<file path="src/rtl/text_mode_pkg.sv">
// Shared types and constants for the attribute text-mode renderer.
// Latency constant, attribute bit positions and the power-on CGA palette.
package text_mode_pkg;

  localparam int LATENCY = 4;

  localparam int ATTR_CODE_LSB  = 0;
  localparam int ATTR_FG_LSB    = 8;
  localparam int ATTR_BG_LSB    = 12;
  localparam int ATTR_BLINK_BIT = 15;

  typedef logic [23:0] rgb_t;

  // Upper byte of a character word: {blink, bg[2:0], fg[3:0]}
  typedef struct packed {
    logic       blink;
    logic [2:0] bg;
    logic [3:0] fg;
  } attr_t;

  typedef struct packed {
    logic       va;
    logic       en;
    logic       in_area;
    logic [2:0] gcol;
  } side_t;

  function automatic rgb_t cga_rgb(input logic [3:0] idx);
    rgb_t c;
    case (idx)
      4'h0:    c = 24'h000000;
      4'h1:    c = 24'h0000AA;
      4'h2:    c = 24'h00AA00;
      4'h3:    c = 24'h00AAAA;
      4'h4:    c = 24'hAA0000;
      4'h5:    c = 24'hAA00AA;
      4'h6:    c = 24'hAA5500;
      4'h7:    c = 24'hAAAAAA;
      4'h8:    c = 24'h555555;
      4'h9:    c = 24'h5555FF;
      4'hA:    c = 24'h55FF55;
      4'hB:    c = 24'h55FFFF;
      4'hC:    c = 24'hFF5555;
      4'hD:    c = 24'hFF55FF;
      4'hE:    c = 24'hFFFF55;
      default: c = 24'hFFFFFF;
    endcase
    return c;
  endfunction

endpackage

</file>
<file path="src/rtl/text_palette.sv">
// 16-entry x 24-bit palette, reset to CGA colours, two async read ports.
// Latency: reads combinational, write lands at the clock edge; no backpressure.
// A read of the index being written in the same cycle returns the old entry.
module text_palette
  import text_mode_pkg::*;
(
  input  logic        clk,
  input  logic        rst_n,
  input  logic        we,
  input  logic [3:0]  waddr,
  input  rgb_t        wdata,
  input  logic [3:0]  raddr_a,
  output rgb_t        rdata_a,
  input  logic [3:0]  raddr_b,
  output rgb_t        rdata_b
);

  rgb_t mem_q [16];

  always_ff @(posedge clk or negedge rst_n) begin
    if (!rst_n) begin
      for (int i = 0; i < 16; i++) mem_q[i] <= cga_rgb(4'(i));
    end else if (we) begin
      mem_q[waddr] <= wdata;
    end
  end

  assign rdata_a = mem_q[raddr_a];
  assign rdata_b = mem_q[raddr_b];

endmodule

</file>
<file path="src/rtl/wb_text_mode_attr.sv">
// Attribute text-mode pixel renderer: char RAM -> font ROM -> palette -> RGB.
// Latency 4 cycles pixel-in to RGB-out; free-running pipeline, no backpressure.
// Optional hardware cursor underline via TEXT_CURSOR_EN.
module wb_text_mode_attr
  import text_mode_pkg::*;
#(
  parameter int          COLS       = 80,
  parameter int          ROWS       = 26,
  parameter int          SCALE_LOG2 = 1,
  parameter logic [23:0] BORDER_RGB = 24'h000000,
  parameter int          ADDR_W     = 12
) (
  input  logic              clk,
  input  logic              rst_n,
  input  logic              enable,
  input  logic [11:0]       pixel_x,
  input  logic [11:0]       pixel_y,
  input  logic              video_active,
  input  logic              frame_start,
  output logic [ADDR_W-1:0] char_addr,
  input  logic [15:0]       char_data,
  output logic [10:0]       font_addr,
  input  logic [7:0]        font_data,
  input  logic              pal_we,
  input  logic [3:0]        pal_addr,
  input  logic [23:0]       pal_data,
`ifdef TEXT_CURSOR_EN
  input  logic [6:0]        cursor_x,
  input  logic [4:0]        cursor_y,
`endif
  output logic [7:0]        text_r,
  output logic [7:0]        text_g,
  output logic [7:0]        text_b,
  output logic              text_valid
);

  localparam int SH   = 3 + SCALE_LOG2;
  localparam int CELL = 8 << SCALE_LOG2;

  logic [11:0] col0, row0;
  logic [2:0]  grow0;
  side_t       side0;

  assign col0      = pixel_x >> SH;
  assign row0      = pixel_y >> SH;
  assign grow0     = pixel_y[SCALE_LOG2+2:SCALE_LOG2];
  assign char_addr = ADDR_W'(32'(row0) * 32'(COLS) + 32'(col0));

  always_comb begin
    side0         = '0;
    side0.va      = video_active;
    side0.en      = enable;
    side0.in_area = (32'(pixel_x) < 32'(COLS * CELL)) && (32'(pixel_y) < 32'(ROWS * CELL));
    side0.gcol    = pixel_x[SCALE_LOG2+2:SCALE_LOG2];
  end

  side_t      side1_q, side2_q;
  logic [2:0] grow1_q;
  attr_t      attr2_q, attr3_q;
  logic       va3_q, en3_q, in3_q, bit3_q;
  logic [5:0] frame_q, frame_d;
  rgb_t       rgb_q, rgb_d;
  logic       valid_q;

  // Glyph row rides alongside the returned character code
  assign font_addr = {char_data[ATTR_CODE_LSB +: 8], grow1_q};
  assign frame_d   = frame_start ? frame_q + 6'd1 : frame_q;

  always_ff @(posedge clk or negedge rst_n) begin
    if (!rst_n) begin
      side1_q <= '0;
      grow1_q <= '0;
      side2_q <= '0;
      attr2_q <= '0;
      attr3_q <= '0;
      va3_q   <= 1'b0;
      en3_q   <= 1'b0;
      in3_q   <= 1'b0;
      bit3_q  <= 1'b0;
      frame_q <= '0;
      rgb_q   <= '0;
      valid_q <= 1'b0;
    end else begin
      side1_q <= side0;
      grow1_q <= grow0;
      side2_q <= side1_q;
      attr2_q <= attr_t'(char_data[15:8]);
      attr3_q <= attr2_q;
      va3_q   <= side2_q.va;
      en3_q   <= side2_q.en;
      in3_q   <= side2_q.in_area;
      bit3_q  <= font_data[~side2_q.gcol];
      frame_q <= frame_d;
      rgb_q   <= rgb_d;
      valid_q <= va3_q;
    end
  end

  logic cur3;
`ifdef TEXT_CURSOR_EN
  logic cur1_q, cur2_q, cur3_q;
  logic cur0;

  assign cur0 = (col0 == 12'(cursor_x)) && (row0 == 12'(cursor_y)) && (grow0 == 3'd7);

  always_ff @(posedge clk or negedge rst_n) begin
    if (!rst_n) begin
      cur1_q <= 1'b0;
      cur2_q <= 1'b0;
      cur3_q <= 1'b0;
    end else begin
      cur1_q <= cur0;
      cur2_q <= cur1_q;
      cur3_q <= cur2_q;
    end
  end

  assign cur3 = cur3_q;
`else
  assign cur3 = 1'b0;
`endif

  rgb_t pal_fg, pal_bg;

  text_palette u_palette (
    .clk     (clk),
    .rst_n   (rst_n),
    .we      (pal_we),
    .waddr   (pal_addr),
    .wdata   (pal_data),
    .raddr_a (attr3_q.fg),
    .rdata_a (pal_fg),
    .raddr_b ({1'b0, attr3_q.bg}),
    .rdata_b (pal_bg)
  );

  logic phase, fg_on;
  assign phase = frame_q[5];
  // Blink hides the glyph in phase 1; the cursor underline shows in phase 0
  assign fg_on = (bit3_q & ~(attr3_q.blink & phase)) | (cur3 & ~phase);

  always_comb begin
    rgb_d = '0;
    if (va3_q && en3_q) begin
      if (!in3_q)     rgb_d = BORDER_RGB;
      else if (fg_on) rgb_d = pal_fg;
      else            rgb_d = pal_bg;
    end
  end

  assign text_r     = rgb_q[23:16];
  assign text_g     = rgb_q[15:8];
  assign text_b     = rgb_q[7:0];
  assign text_valid = valid_q;

endmodule

</file>
<file path="config.mk">
export PLATFORM = sky130hd
export DESIGN_NAME = wb_text_mode_attr
export DESIGN_NICKNAME = d
export VERILOG_FILES = /design/src/rtl/text_mode_pkg.sv /design/src/rtl/text_palette.sv /design/src/rtl/wb_text_mode_attr.sv
export SDC_FILE = /design/constraint.sdc
export NUM_CORES = 1
export LEC_CHECK = 0
export CAP_MARGIN = 20
export CORE_MARGIN = 1
export CORE_UTILIZATION = 42
export CTS_CLUSTER_DIAMETER = 60
export CTS_CLUSTER_SIZE = 40
export DETAILED_ROUTE_END_ITERATION = 12
export HOLD_SLACK_MARGIN = 0.15
export RECOVER_POWER = 100
export SLEW_MARGIN = 5
export SYNTH_ARGS = -nofsm -noshare
export SYNTH_HDL_FRONTEND = slang
export SYNTH_HIERARCHICAL = 1
export SYNTH_SLANG_ARGS = --single-unit
</file>
<file path="constraint.sdc">
create_clock -name clk -period 1.9 [get_ports clk]
set_clock_uncertainty 0.05 [all_clocks]
set_input_delay 0.19 -clock clk [delete_from_list [all_inputs] [get_ports clk]]
set_output_delay 0.19 -clock clk [all_outputs]
set_load 0.005 [all_outputs]
</file>
# --- After elaboration in Yosys (flattened, before gate mapping) ---
# Cells that the tools add are included.
word_totals:
  reg_bits: 450
  in_bits: 82
  out_inout_bits: 48
  word_cells: 72
classes:
  n_addsub: 2
  multipliers: 1
  order_cmp: 7
  mux: 14
  n_bitwise: 7
  reduce_logical: 3
ops:
  columns: ["cell", "n"]
  rows:
  - ["384-bit bitwise mux", 1]
  - ["24-bit binary-select mux with 4-bit select", 2]
  - ["24-bit 2-to-1 mux", 8]
  - ["24-bit demux with 4-bit select", 1]
  - ["5-bit >= comparator, second input constant", 3]
  - ["12-bit by 8-bit adder with 12-bit output", 1]
  - ["12-bit by 11-bit less-than comparator with 1-bit output, second input constant", 1]
  - ["12-bit by 9-bit less-than comparator with 1-bit output, second input constant", 1]
  - ["4-bit inverter with 5-bit output", 2]
  - ["8-bit by 3-bit multiplier with 8-bit output, second input constant", 1]
  - ["6-bit by 1-bit adder with 6-bit output, second input constant", 1]
  - ["5-bit by 1-bit less-than comparator with 1-bit output, second input constant", 1]
  - ["3-bit inverter with 5-bit output", 1]
  - ["3-bit by 4-bit less-than comparator with 1-bit output, second input constant", 1]
  - ["1-bit binary-select mux with 3-bit select", 1]
  - ["1-bit logical AND", 3]
  - ["3-bit inverter", 1]
  - ["1-bit AND", 2]
  - ["1-bit 2-to-1 mux", 1]
  - ["1-bit inverter", 1]

# --- Logic depth before layout (Yosys ltp) ---
logic_depth:
  word_depth: 7
  mapped_depth: 8
  mapped_depth_nobuf: 7

# --- By module ---
# The synthesis kept the hierarchy.
modules_own_cells:
  columns: ["module", "instances", "cells_per_inst", "area_per_inst_um2", "seq_area_each_um2"]
  rows:
  - ["text_palette", 1, 1265, 20304.5, 9849.4]
  - ["wb_text_mode_attr", 1, 231, 2711.4, 1651.6]

# --- Worst setup path after synthesis ---
# Ideal clock, no wire load.
synth_timing:
  path_kind: "input to output"
  startpoint: "input pixel_y[5]"
  endpoint: "output char_addr[11]"
  arrival_time_ns: 1.860
  required_ns: 1.660
  slack_ns: -0.200
  cell_stages: 7
  n_path_buf: 0
  cell_sequence: "ha_1 > ha_1 > fa_1 > xor2_2 > nand2_2 > nor4b_4 > xnor2_1"
synth_between:
  elab_chain_len: 2
synth_rtl:
  columns: ["element", "line", "text"]
  rows:
  - ["start, declared", "wb_text_mode_attr.sv:17", "input logic [11:0] pixel_y,"]
  - ["8-bit by 3-bit multiplier with 8-bit output", "wb_text_mode_attr.sv:47", "assign char_addr = ADDR_W'(32'(row0) * 32'(COLS) + 32'(col0));"]
  - ["12-bit by 8-bit adder with 12-bit output", "wb_text_mode_attr.sv:47", null]
  - ["end, declared", "wb_text_mode_attr.sv:20", "output logic [ADDR_W-1:0] char_addr,"]
# No other way between the ends.

# --- Final worst setup path ---
layout_timing:
  startpoint: "input pixel_y[7]"
  endpoint: "output char_addr[10]"
# Same word-level chain as after synthesis.

==> reports/summary.txt <==
=====================================================================================
Total global-route track usage                                                  24.6%
Final hold violations                                                               0
Clock tree root buffer cell                                                 clkbuf_16
Endpoint of the most critical setup path                                 char_addr[10]
Worst stage delay on the critical path                                         380 ps
Destination of the worst register-to-register timing path                   rgb_q[16]
Number of CTS-inserted buffers                                                     38
Violated checks                                                          slew limit, setup timing
IO Port Bufs                                                                      103
Type of the worst setup path                                                   in2out
Non-filler instance count after layout                                           2405
Most frequent cells in the layout                                        362 x mux2_2, 254 x dfrtp_1, 194 x mux4_2
Row count                                                                          85
Cells on worst reg2reg path                                                         9
Dominant register cell in the synthesized netlist                             dfrtp_1
Chip height                                                                    236 µm
Die Span X                                                                     236 µm
CTS H-tree depth                                                                    2
CP Data Required Time                                                         1660 ps
TritonCTS clock tree                                                            built
Yosys synthesis warning count                                                       6
Element type at the critical path start                                    input port
Commonest non-fill, non-tap cell in the layout                                 mux2_2
Crit share post-route                                                            113%
PnR worst setup slack                                                         -250 ps
Setup slack of the worst register-to-register path                            -140 ps
Seq/Total Area, Yosys                                                           50.0%
Vias per cell                                                                    6.03
DP HPWL                                                                      38800 µm
Post-DP Area                                                               0.0259 mm²
Launch point of the critical path                                          pixel_y[7]
CP dominant cell by count                                                        ha_4
Tightest Pin Transition                                                       3710 ps
Total die area                                                             0.0557 mm²
Max-cap violations                                                                  0
Drc violations                                                                      0
Total power divided by cell area                                          1020 mW/mm²
Final wirelength                                                             67000 µm
GRT Residual Overflow                                                               0
RePlAce Congestion                                                              0.783
Number of max-slew violations in the final report                                  50
Cell count after synthesis                                                       1496
Remaining antenna violation count after routing                                     0
Type of destination of the critical path                                 primary output
Crit-path max FO                                                                    2
Total via count in the routed design                                            14500
Drt pass-1 iters                                                                    5
Clock-pin slew of the registers on the worst-case setup and hold paths          60 ps
Routed length per placed instance                                             27.8 µm
Worst EP arrival                                                              1910 ps
Critical path cell sequence                                              buf_8 > ha_4 > ha_4 > fa_2 > xor2_2 > nand2_2 > buf_4 > a21oi_2 > xnor2_1 > buf_2
Setup repair after global routing missed its margin                              true
Reg-to-reg critical path startpoint                                        attr3_q[0]
Cell total after placement                                                       2278
Antenna violations before repair                                                    3
Combined area of all synthesized cells                                     0.0230 mm²
Slowest stage cell on the critical path                                          fa_2
First DRT Iteration DRCs                                                         1132
Net count reported at finish                                                     1777
Post-layout minimum cycle time                                                2150 ps
Final instance area                                                        0.0280 mm²
Initial cell density of the core                                                42.6%
Number of distinct library cells after synthesis                                   43
# setup viols final                                                               110
Vias in the first global route                                                  15600
Avg Cell Area, Syn                                                           15.4 µm²
Min-delay worst type                                                           in2reg
Peak ir drop on the vdd network                                              0.629 mV
Boundary Pins                                                                     130
CORE AREA                                                                  0.0540 mm²
Layout cells sized above 1                                                      64.8%
Sinks on the clock net                                                            450
EDFF count, synth                                                                   0
Status                                                                   finished, violations left
Syn-to-layout area delta                                                        21.8%
Clock latency on the worst-skew pair                                           580 ps
Achievable frequency                                                          465 MHz
Leak Pwr                                                                      11.2 nW
Maximum clock path buffer count                                                     3
Relative slew slack                                                             -148%
Asr flop ratio synth                                                             100%
Number of storage elements in the synthesis netlist                               450
Wire length of the first global-routing pass                                101000 µm
Maximum number of pins on one net before global-route repair                       80
=====================================================================================
==> flip-flops by register name (all words and copies together) (netlist names) <==
signal           cells
attr3_q              8
grow1_q              3
rgb_q               24
en3_q                1
frame_q              6
u_palette/mem_q    384
attr2_q              8
side2_q              6
bit3_q               1
va3_q                1
text_valid           1
in3_q                1
side1_q              6
==> through the flow <==
step | setup TNS [ps] | worst slack, ps | util, % | hold WS (ps) | power [W]
after global placement | -72280 | -1120 | 48.0 | 37.1 | 0.0199
after detailed placement | -77220 | -1100 | 48.0 | 30.3 | 0.0202
final | -6230 | -250 | 51.9 | 288 | 0.0287
after CTS | -2270 | -329 | 52.4 | 263 | 0.0289
after floorplan | -245 | -13.3 | - | -156 | 0.0181
after global routing | -26410 | -291 | 51.9 | 306 | 0.0301
==> cell usage after synthesis (4+ instances only) <==
cell	count	area share [%]
a21oi_1	29	0.63
ha_1	14	0.76
mux2_4	20	1.3
nand2_1	104	1.7
o21ai_0	4	0.087
nor2_1	9	0.15
buf_6	6	0.29
a22oi_1	96	3.1
xor2_1	4	0.15
buf_4	14	0.46
mux2_2	363	18
inv_1	6	0.098
dfstp_2	192	22
nand3_1	4	0.087
nor3_2	6	0.26
xnor2_1	10	0.38
mux4_2	194	19
buf_2	58	1.3
dfrtp_1	258	28
nor2b_1	5	0.14
clkbuf_1	66	1.1
==> worst min-delay path by stage <==
stage | startpoint | endpoint | depth (start not counted)
global placement | rst_n | u_palette/mem_q[374] | 1
floorplan | rst_n | attr2_q[0] | 0
global route | side1_q[1] | side2_q[1] | 0
CTS | rst_n | u_palette/mem_q[168] | 2
detailed placement | rst_n | u_palette/mem_q[374] | 1
finish | frame_start | frame_q[0] | 2
==> cell type report <==
class                   count  area (µm²)
diodes                      1        2.50
clock buffers              46        1040
clock inverters            23         235
fillers                  4478       26000
inverters                   6        22.5
multi-input cells         896       11300
flip-flops and latches    450       11500
well taps                 696         871
repair buffers            287        3030
==> power breakdown <==
part | leakage, nW | internal [W] | switching [W]
Sequential | 5.20 | 0.0123 | 0.00143
Combinational | 5.34 | 0.00419 | 0.00261
Clock | 0.627 | 0.00422 | 0.00398
Total | 11.2 | 0.0207 | 0.00802
==> worst max-delay path, delay by kind of cell <==
| kind | cells | cell delay [ps] |
|---|---|---|
| xor gates and xnor gates | 2 | 340 |
| adders and majority gates | 3 | 780 |
| AOI/OAI and AO/OA | 1 | 120 |
| buffers and inverters | 3 | 380 |
| and+or+nand+nor | 1 | 100 |
==> logic make-up (layout without fill, tap and decap cells) <==
group	count (synthesis)	in the layout	share of synthesized area [%]
AO/OA/AOI/OAI	133	133	3.98
XOR/XNOR	15	15	0.603
adder cells (fa/ha/maj)	16	16	0.935
buffers and inverters	153	362	3.23
flip-flops	450	450	50.0
multiplexers	580	580	38.2
other	1	5	0.0163
AND/OR/NAND/NOR	148	148	3.06
==> layer usage <==
layer | vias up | track usage (%) | part of all wire (%)
li1 | 6072 | - | -
met5 | - | 0 | 0.019
met3 | 142 | 3.60 | 5.2
met2 | 459 | 41.0 | 50
met1 | 7831 | 32.6 | 41
met4 | 2 | 8.79 | 3.3
==> what timing repair did <==
action	CTS	global route
resized for setup	152	46
endpoints found under the hold margin	462	0
buffers inserted	20	9
pin swaps	55	31
hold buffers	21	0
cloned	7	2
setup endpoints to repair	31	29
No activity file was read; power rests on OpenSTA's default activity.
==> RTL edit 1 (same settings) <==
Register the outputs `char_addr`, `font_addr`, `text_r`, `text_g` and `text_b`, cleared by the reset; this adds one clock of latency there. The other outputs are not delayed to match.
--- a/src/rtl/wb_text_mode_attr.sv
+++ b/src/rtl/wb_text_mode_attr.sv
@@ -44,7 +44,6 @@
   assign col0      = pixel_x >> SH;
   assign row0      = pixel_y >> SH;
   assign grow0     = pixel_y[SCALE_LOG2+2:SCALE_LOG2];
-  assign char_addr = ADDR_W'(32'(row0) * 32'(COLS) + 32'(col0));
 
   always_comb begin
     side0         = '0;
@@ -63,7 +62,6 @@
   logic       valid_q;
 
   // Glyph row rides alongside the returned character code
-  assign font_addr = {char_data[ATTR_CODE_LSB +: 8], grow1_q};
   assign frame_d   = frame_start ? frame_q + 6'd1 : frame_q;
 
   always_ff @(posedge clk or negedge rst_n) begin
@@ -148,9 +146,21 @@
     end
   end
 
-  assign text_r     = rgb_q[23:16];
-  assign text_g     = rgb_q[15:8];
-  assign text_b     = rgb_q[7:0];
+  always_ff @(posedge clk or negedge rst_n) begin
+    if (!rst_n) begin
+      char_addr <= '0;
+      font_addr <= '0;
+      text_r    <= '0;
+      text_g    <= '0;
+      text_b    <= '0;
+    end else begin
+      char_addr <= ADDR_W'(32'(row0) * 32'(COLS) + 32'(col0));
+      font_addr <= {char_data[ATTR_CODE_LSB +: 8], grow1_q};
+      text_r    <= rgb_q[23:16];
+      text_g    <= rgb_q[15:8];
+      text_b    <= rgb_q[7:0];
+    end
+  end
   assign text_valid = valid_q;
 
 endmodule
Check against the original RTL: not equivalent (a bounded check fails within 4 cycles, from zero or initial values and one cycle with rst_n low).
==> RTL edit 1 against the unedited design <==
- the run still ends with max-slew violations, negative setup slack left
- setup slack improved by 0.12 ns
- worst hold slack got worse by 0.059 ns
- synthesized area rose by 4.7%
- power rose by 6.1%
- design area rose by 4.8%
- count of clock-buffer cells in the layout fell by 2
- wire length rose by 2.5%
- sequential cell count rose by 47
- fmax rose by 6.2%
- critical path depth fell by 1
- non-clock buffer count rose by 32
- sequential share of layout area rose by 2.1 points
- critical path type is now reg -> reg
==> RTL edit 1: results (changes against the unedited design) <==
| Metric | Value |
|---|---|
| Status | `finished with violations` |
| Failing checks | `max-slew violations, negative setup slack` |
| Hpwl dp | `39000 um (+0.74%)` |
| Buffering overhead | `11.2% (+0.36 points)` |
| FFs & Latches | `497 (+10%)` |
| Core ar. | `0.0566 mm^2 (+4.8%)` |
| PortBufs | `127 (+23%)` |
| Final wirelength | `68700 um (+2.5%)` |
| Iteration-0 DRC Markers | `933 (-18%)` |
| Final clock-cell share | `4.73% (+0.17 points)` |
| Met1 usage | `31.5% (-1.1 points)` |
| Multi-input logic portion of the cell area | `37.6% (-2.8 points)` |
| Worst vdd ir | `0.000664 V (+5.6%)` |
| Vias in the first global route | `16.0k (+2.4%)` |
| Metal3 WL | `3460 um (-1.1%)` |
| Dpl cell area | `0.0275 mm^2 (+6.0%)` |
| Worst setup margin | `-0.125 ns (+0.125 ns)` |
| Worst-margin pin slew | `3.87 ns (+0.151 ns)` |
| Critical Path AT | `2.44 ns (+0.53 ns)` |
| Non-clock buffers | `319 (+11%)` |
| GR Util met3 | `3.12% (-0.49 points)` |
| Crit-path max FO | `6 (+4)` |
| Area delta synth->final | `21.9% (about the same)` |
| Largest net degree at the start of global routing | `75 (-6.3%)` |
| Final TNS setup | `-3.35 ns (+2.88 ns)` |
| Sequential Area | `0.0127 mm^2 (+10%)` |
| Synth cell count leaders | `mux2_2 (363), dfrtp_1 (305), dfstp_2 (192), mux4_2 (192), nand2_1 (103)` |
| Clk pin slew, worst setup/hold paths | `0.08 ns (+0.02 ns)` |
| Via Count | `14.9k (+3.0%)` |
| Nets | `1858 (+4.6%)` |
| # fillers | `4742 (+5.9%)` |
| Dpl cells | `2405 (+5.6%)` |
| Layout cells sized above 1 | `59.3% (-5.5 points)` |
| Vias per cell | `5.86 (-2.8%)` |
| Biggest regs | `u_palette/mem_q (384), rgb_q (24), char_addr (12)` |
| Hold path start | `pixel_y[4]` |
| Final Slew Violations | `50 (unchanged)` |
| Setup violators final | `92 (-16%)` |
| Top cells by area, synth | `dfrtp_1 (32%), dfstp_2 (21%), mux4_2 (18%)` |
| Multi-In Gates | `894 (-0.22%)` |
| Diode count | `3 (+2)` |
| Number of clock buffers in the layout | `44 (-4.3%)` |
| Met2 usage in global routing | `40.5% (-0.56 points)` |
| DP Worst Slack | `-0.581 ns (+0.520 ns)` |
| GR Util All Layers | `23.6% (-0.91 points)` |
| Distinct cells, synth | `42 (-2.3%)` |
## RTL edit 1: where the power goes
| part | switching, mW | internal, mW | total (mW) |
|---|---|---|---|
| Sequential | 1.46 | 13.4 | 14.8 |
| Clock | 4.44 | 4.51 | 8.95 |
| Combinational | 2.52 | 4.18 | 6.70 |
| Total | 8.41 | 22.1 | 30.5 |
## RTL edit 1: repair_timing
action	4_1_cts	5_1_grt
pin swaps	32	17
setup buffers	13	20
resized for setup	49	38
gates cloned	5	5
hold buffers	30	0
endpoints found under the setup margin	24	27
hold endpoints to repair	451	0
## RTL edit 1: worst max path at each step
stage,startpoint,end,slack (ns),depth (start not counted)
after floorplan,attr3_q[4],rgb_q[10],-0.02,8
after global placement,pixel_y[5],char_addr[9],-0.51,7
after detailed placement,pixel_y[5],char_addr[10],-0.58,7
after CTS,attr3_q[0],rgb_q[16],-0.13,8
after global routing,attr3_q[0],rgb_q[9],-0.22,7
final,attr3_q[0],rgb_q[18],-0.13,9
## RTL edit 1: cell families (layout without fill, tap and decap cells)
| kind of cell | Yosys count | after routing | synth area share (%) |
|---|---|---|---|
| AO/OA/AOI/OAI | 132 | 132 | 3.79 |
| AND/OR/NAND/NOR | 147 | 147 | 2.93 |
| adder cells (fa/ha/maj) | 16 | 16 | 0.893 |
| flip-flops | 497 | 497 | 52.6 |
| other | 1 | 7 | 0.0156 |
| buffers and inverters | 142 | 399 | 2.74 |
| multiplexers | 580 | 580 | 36.5 |
| XOR/XNOR | 15 | 15 | 0.545 |
## RTL edit 1: worst max-delay path: stages, from the launching register on
cell     delay (ns)
dfrtp_4        0.54
buf_8          0.15
buf_12         0.13
buf_12         0.14
buf_4          0.13
mux4_2         0.42
a22oi_2        0.14
nand2_1        0.06
nand2_1        0.07
a21oi_2        0.06
==> RTL edit 2 (same flow settings) <==
Without the edit above. The option `TEXT_CURSOR_EN` is turned on by a define.
--- a/src/rtl/wb_text_mode_attr.sv
+++ b/src/rtl/wb_text_mode_attr.sv
@@ -1,6 +1,8 @@
 // Attribute text-mode pixel renderer: char RAM -> font ROM -> palette -> RGB.
 // Latency 4 cycles pixel-in to RGB-out; free-running pipeline, no backpressure.
 // Optional hardware cursor underline via TEXT_CURSOR_EN.
+`define TEXT_CURSOR_EN
+
 module wb_text_mode_attr
   import text_mode_pkg::*;
 #(
Ports: changed (added cursor_x and cursor_y); port bits go from 130 to 142. No check against the original RTL was run, so the function may have changed too.
==> RTL edit 2 against the unedited design <==
- highest routed layer unchanged
- power down 0.43%
- setup slack worse by 0.025 ns
- synthesized area is 0.29% higher
- design area increased by 1.5%
- critical endpoint is now char_addr[11]
- wire length is 0.26% lower
- utilization grew 0.75 points
- the flow still finishes with violations (max-slew violations, negative setup slack)
- global-route usage is 0.16 points lower
- die area grew 0.28%
- cell count is 1.9% higher
- sequential cell count rose by 3
==> RTL edit 2: results (changes against the unedited design) <==
| Metric | Value |
|---|---|
| Final TNS setup | `-5.71 ns (+0.528 ns)` |
| Final wirelength | `66800 um (-0.26%)` |
| Worst setup margin | `-0.275 ns (-0.0249 ns)` |
| Largest net degree at the start of global routing | `74 (-7.5%)` |
| Dpl cells | `2310 (+1.4%)` |
| Vias in the first global route | `15.6k (+0.48%)` |
| GR Util met3 | `3.24% (-0.36 points)` |
| CP startpoint | `pixel_y[5]` |
| Synth Area in XOR/XNOR | `1.02% (+0.42 points)` |
| Synth Area in Compound Gates | `3.47% (-0.51 points)` |
| Mean Syn Cell Area | `15.5 um^2 (+0.76%)` |
| Met1 usage | `32.9% (+0.31 points)` |
| Clk pin slew, worst setup/hold paths | `0.08 ns (+0.02 ns)` |
| Distinct cells, synth | `38 (-12%)` |
| Status | `finished with violations` |
| Slew Limit Headroom | `-151% (-3.1 points)` |
| Worst vdd ir | `0.000778 V (+24%)` |
| GR Util All Layers | `24.4% (-0.16 points)` |
| Nets | `1837 (+3.4%)` |
| Num CTS Buffers | `36 (-5.3%)` |
| Layout cells sized above 1 | `55.4% (-9.4 points)` |
| Synth Area in Adders | `0.932% (-0.0027 points)` |
| Placer Congestion | `0.794 (+1.3%)` |
| PortBufs | `123 (+19%)` |
| Sequential area share after synthesis | `50.2% (+0.18 points)` |
| Metal3 WL | `3060 um (-12%)` |
| Met2 usage in global routing | `40.9% (-0.14 points)` |
| Top cells by area, synth | `dfrtp_1 (28%), dfstp_2 (22%), mux4_2 (19%)` |
| Vias per cell | `5.93 (-1.6%)` |
| Hpwl dp | `39100 um (+0.92%)` |
| Pre-antenna DRT Iters | `4 (-1)` |
| Mux cell area share after synthesis | `38.8% (+0.61 points)` |
| Antenna violations before repair | `2 (-1)` |
| DR WL/cell | `27.2 um (-2.1%)` |
| Synth cell count leaders | `dfrtp_1 (261), mux2_2 (240), mux4_2 (194), dfstp_2 (192), mux2_1 (146)` |
| Iteration-0 DRC Markers | `795 (-30%)` |
| Met2 wire len | `33500 um (-0.15%)` |
| WL met1 | `28200 um (+1.8%)` |
| Worst Hold Class | `in -> async` |
| Failing checks | `max-slew violations, negative setup slack` |
| DP Worst Slack | `-1.14 ns (-0.0359 ns)` |
| Final Slew Violations | `50 (unchanged)` |
| Biggest regs | `u_palette/mem_q (384), rgb_q (24)` |
| Leakage | `11.5 nW (+3.1%)` |
| Highest routed layer | `met5` |
| First-pass GRT wire length | `101000 um (about the same)` |
| FF-to-FF Start | `attr3_q[0]` |
| Diode count | `0 (-1)` |
| Dpl cell area | `0.0264 mm^2 (+1.8%)` |
| Clock Tree Root | `clkbuf_16` |
| Critical Path AT | `1.93 ns (+0.02 ns)` |
| Worst skew pair latency | `0.57 ns` |
| Setup violators final | `41 (-63%)` |
==> RTL edit 2: path summary, 6_finish.rpt <==
| kind | slack [ns] | end | cells after the start |
|---|---|---|---|
| worst max-delay path | -0.27 | char_addr[11] | 9 |
| worst min-delay path | 0.22 | u_palette/mem_q[107] | 2 |
| worst max register to register | -0.25 | rgb_q[12] | 8 |
| worst min register to register | 0.30 | attr3_q[6] | 0 |
| min in group clk | 0.25 | cur1_q | 3 |
| max in group asynchronous | 0.24 | attr3_q[0] | 4 |
==> RTL edit 2: cell type report <==
| type | instances | area, um^2 |
|---|---|---|
| Sequential cell | 453 | 11600 |
| Fill cell | 4452 | 25600 |
| Tap cell | 696 | 871 |
| Inverter | 7 | 26.3 |
| Clock inverter | 24 | 244 |
| Multi-Input combinational cell | 888 | 11300 |
| Timing Repair Buffer | 341 | 3410 |
| Clock buffer | 42 | 975 |
==> RTL edit 2: kinds of logic (layout without fill, tap and decap cells) <==
family,count (synthesis),after routing
multiplexers,604,604
XOR/XNOR,27,27
AND/OR/NAND/NOR,127,127
other,1,4
AO/OA/AOI/OAI,110,110
adder cells (fa/ha/maj),16,16
flip-flops,453,453
buffers and inverters,151,414
==> RTL edit 2: repair_timing <==
| action | CTS | global route |
|---|---|---|
| setup endpoints to repair | 31 | 30 |
| hold buffers | 28 | 2 |
| gates resized for setup | 137 | 34 |
| setup buffers | 31 | 9 |
| hold endpoints to repair | 391 | 1 |
| gates cloned | 9 | 0 |
| pin swaps | 39 | 29 |
==> RTL edit 2: report_power, final <==
group / total, mW / leakage (nW) / switching [mW] / internal (mW)
Clock: 7.93 / 0.591 / 3.92 / 4.01
Combinational: 6.88 / 5.68 / 2.62 / 4.26
Sequential: 13.8 / 5.24 / 1.43 / 12.4
Total: 28.6 / 11.5 / 7.97 / 20.6
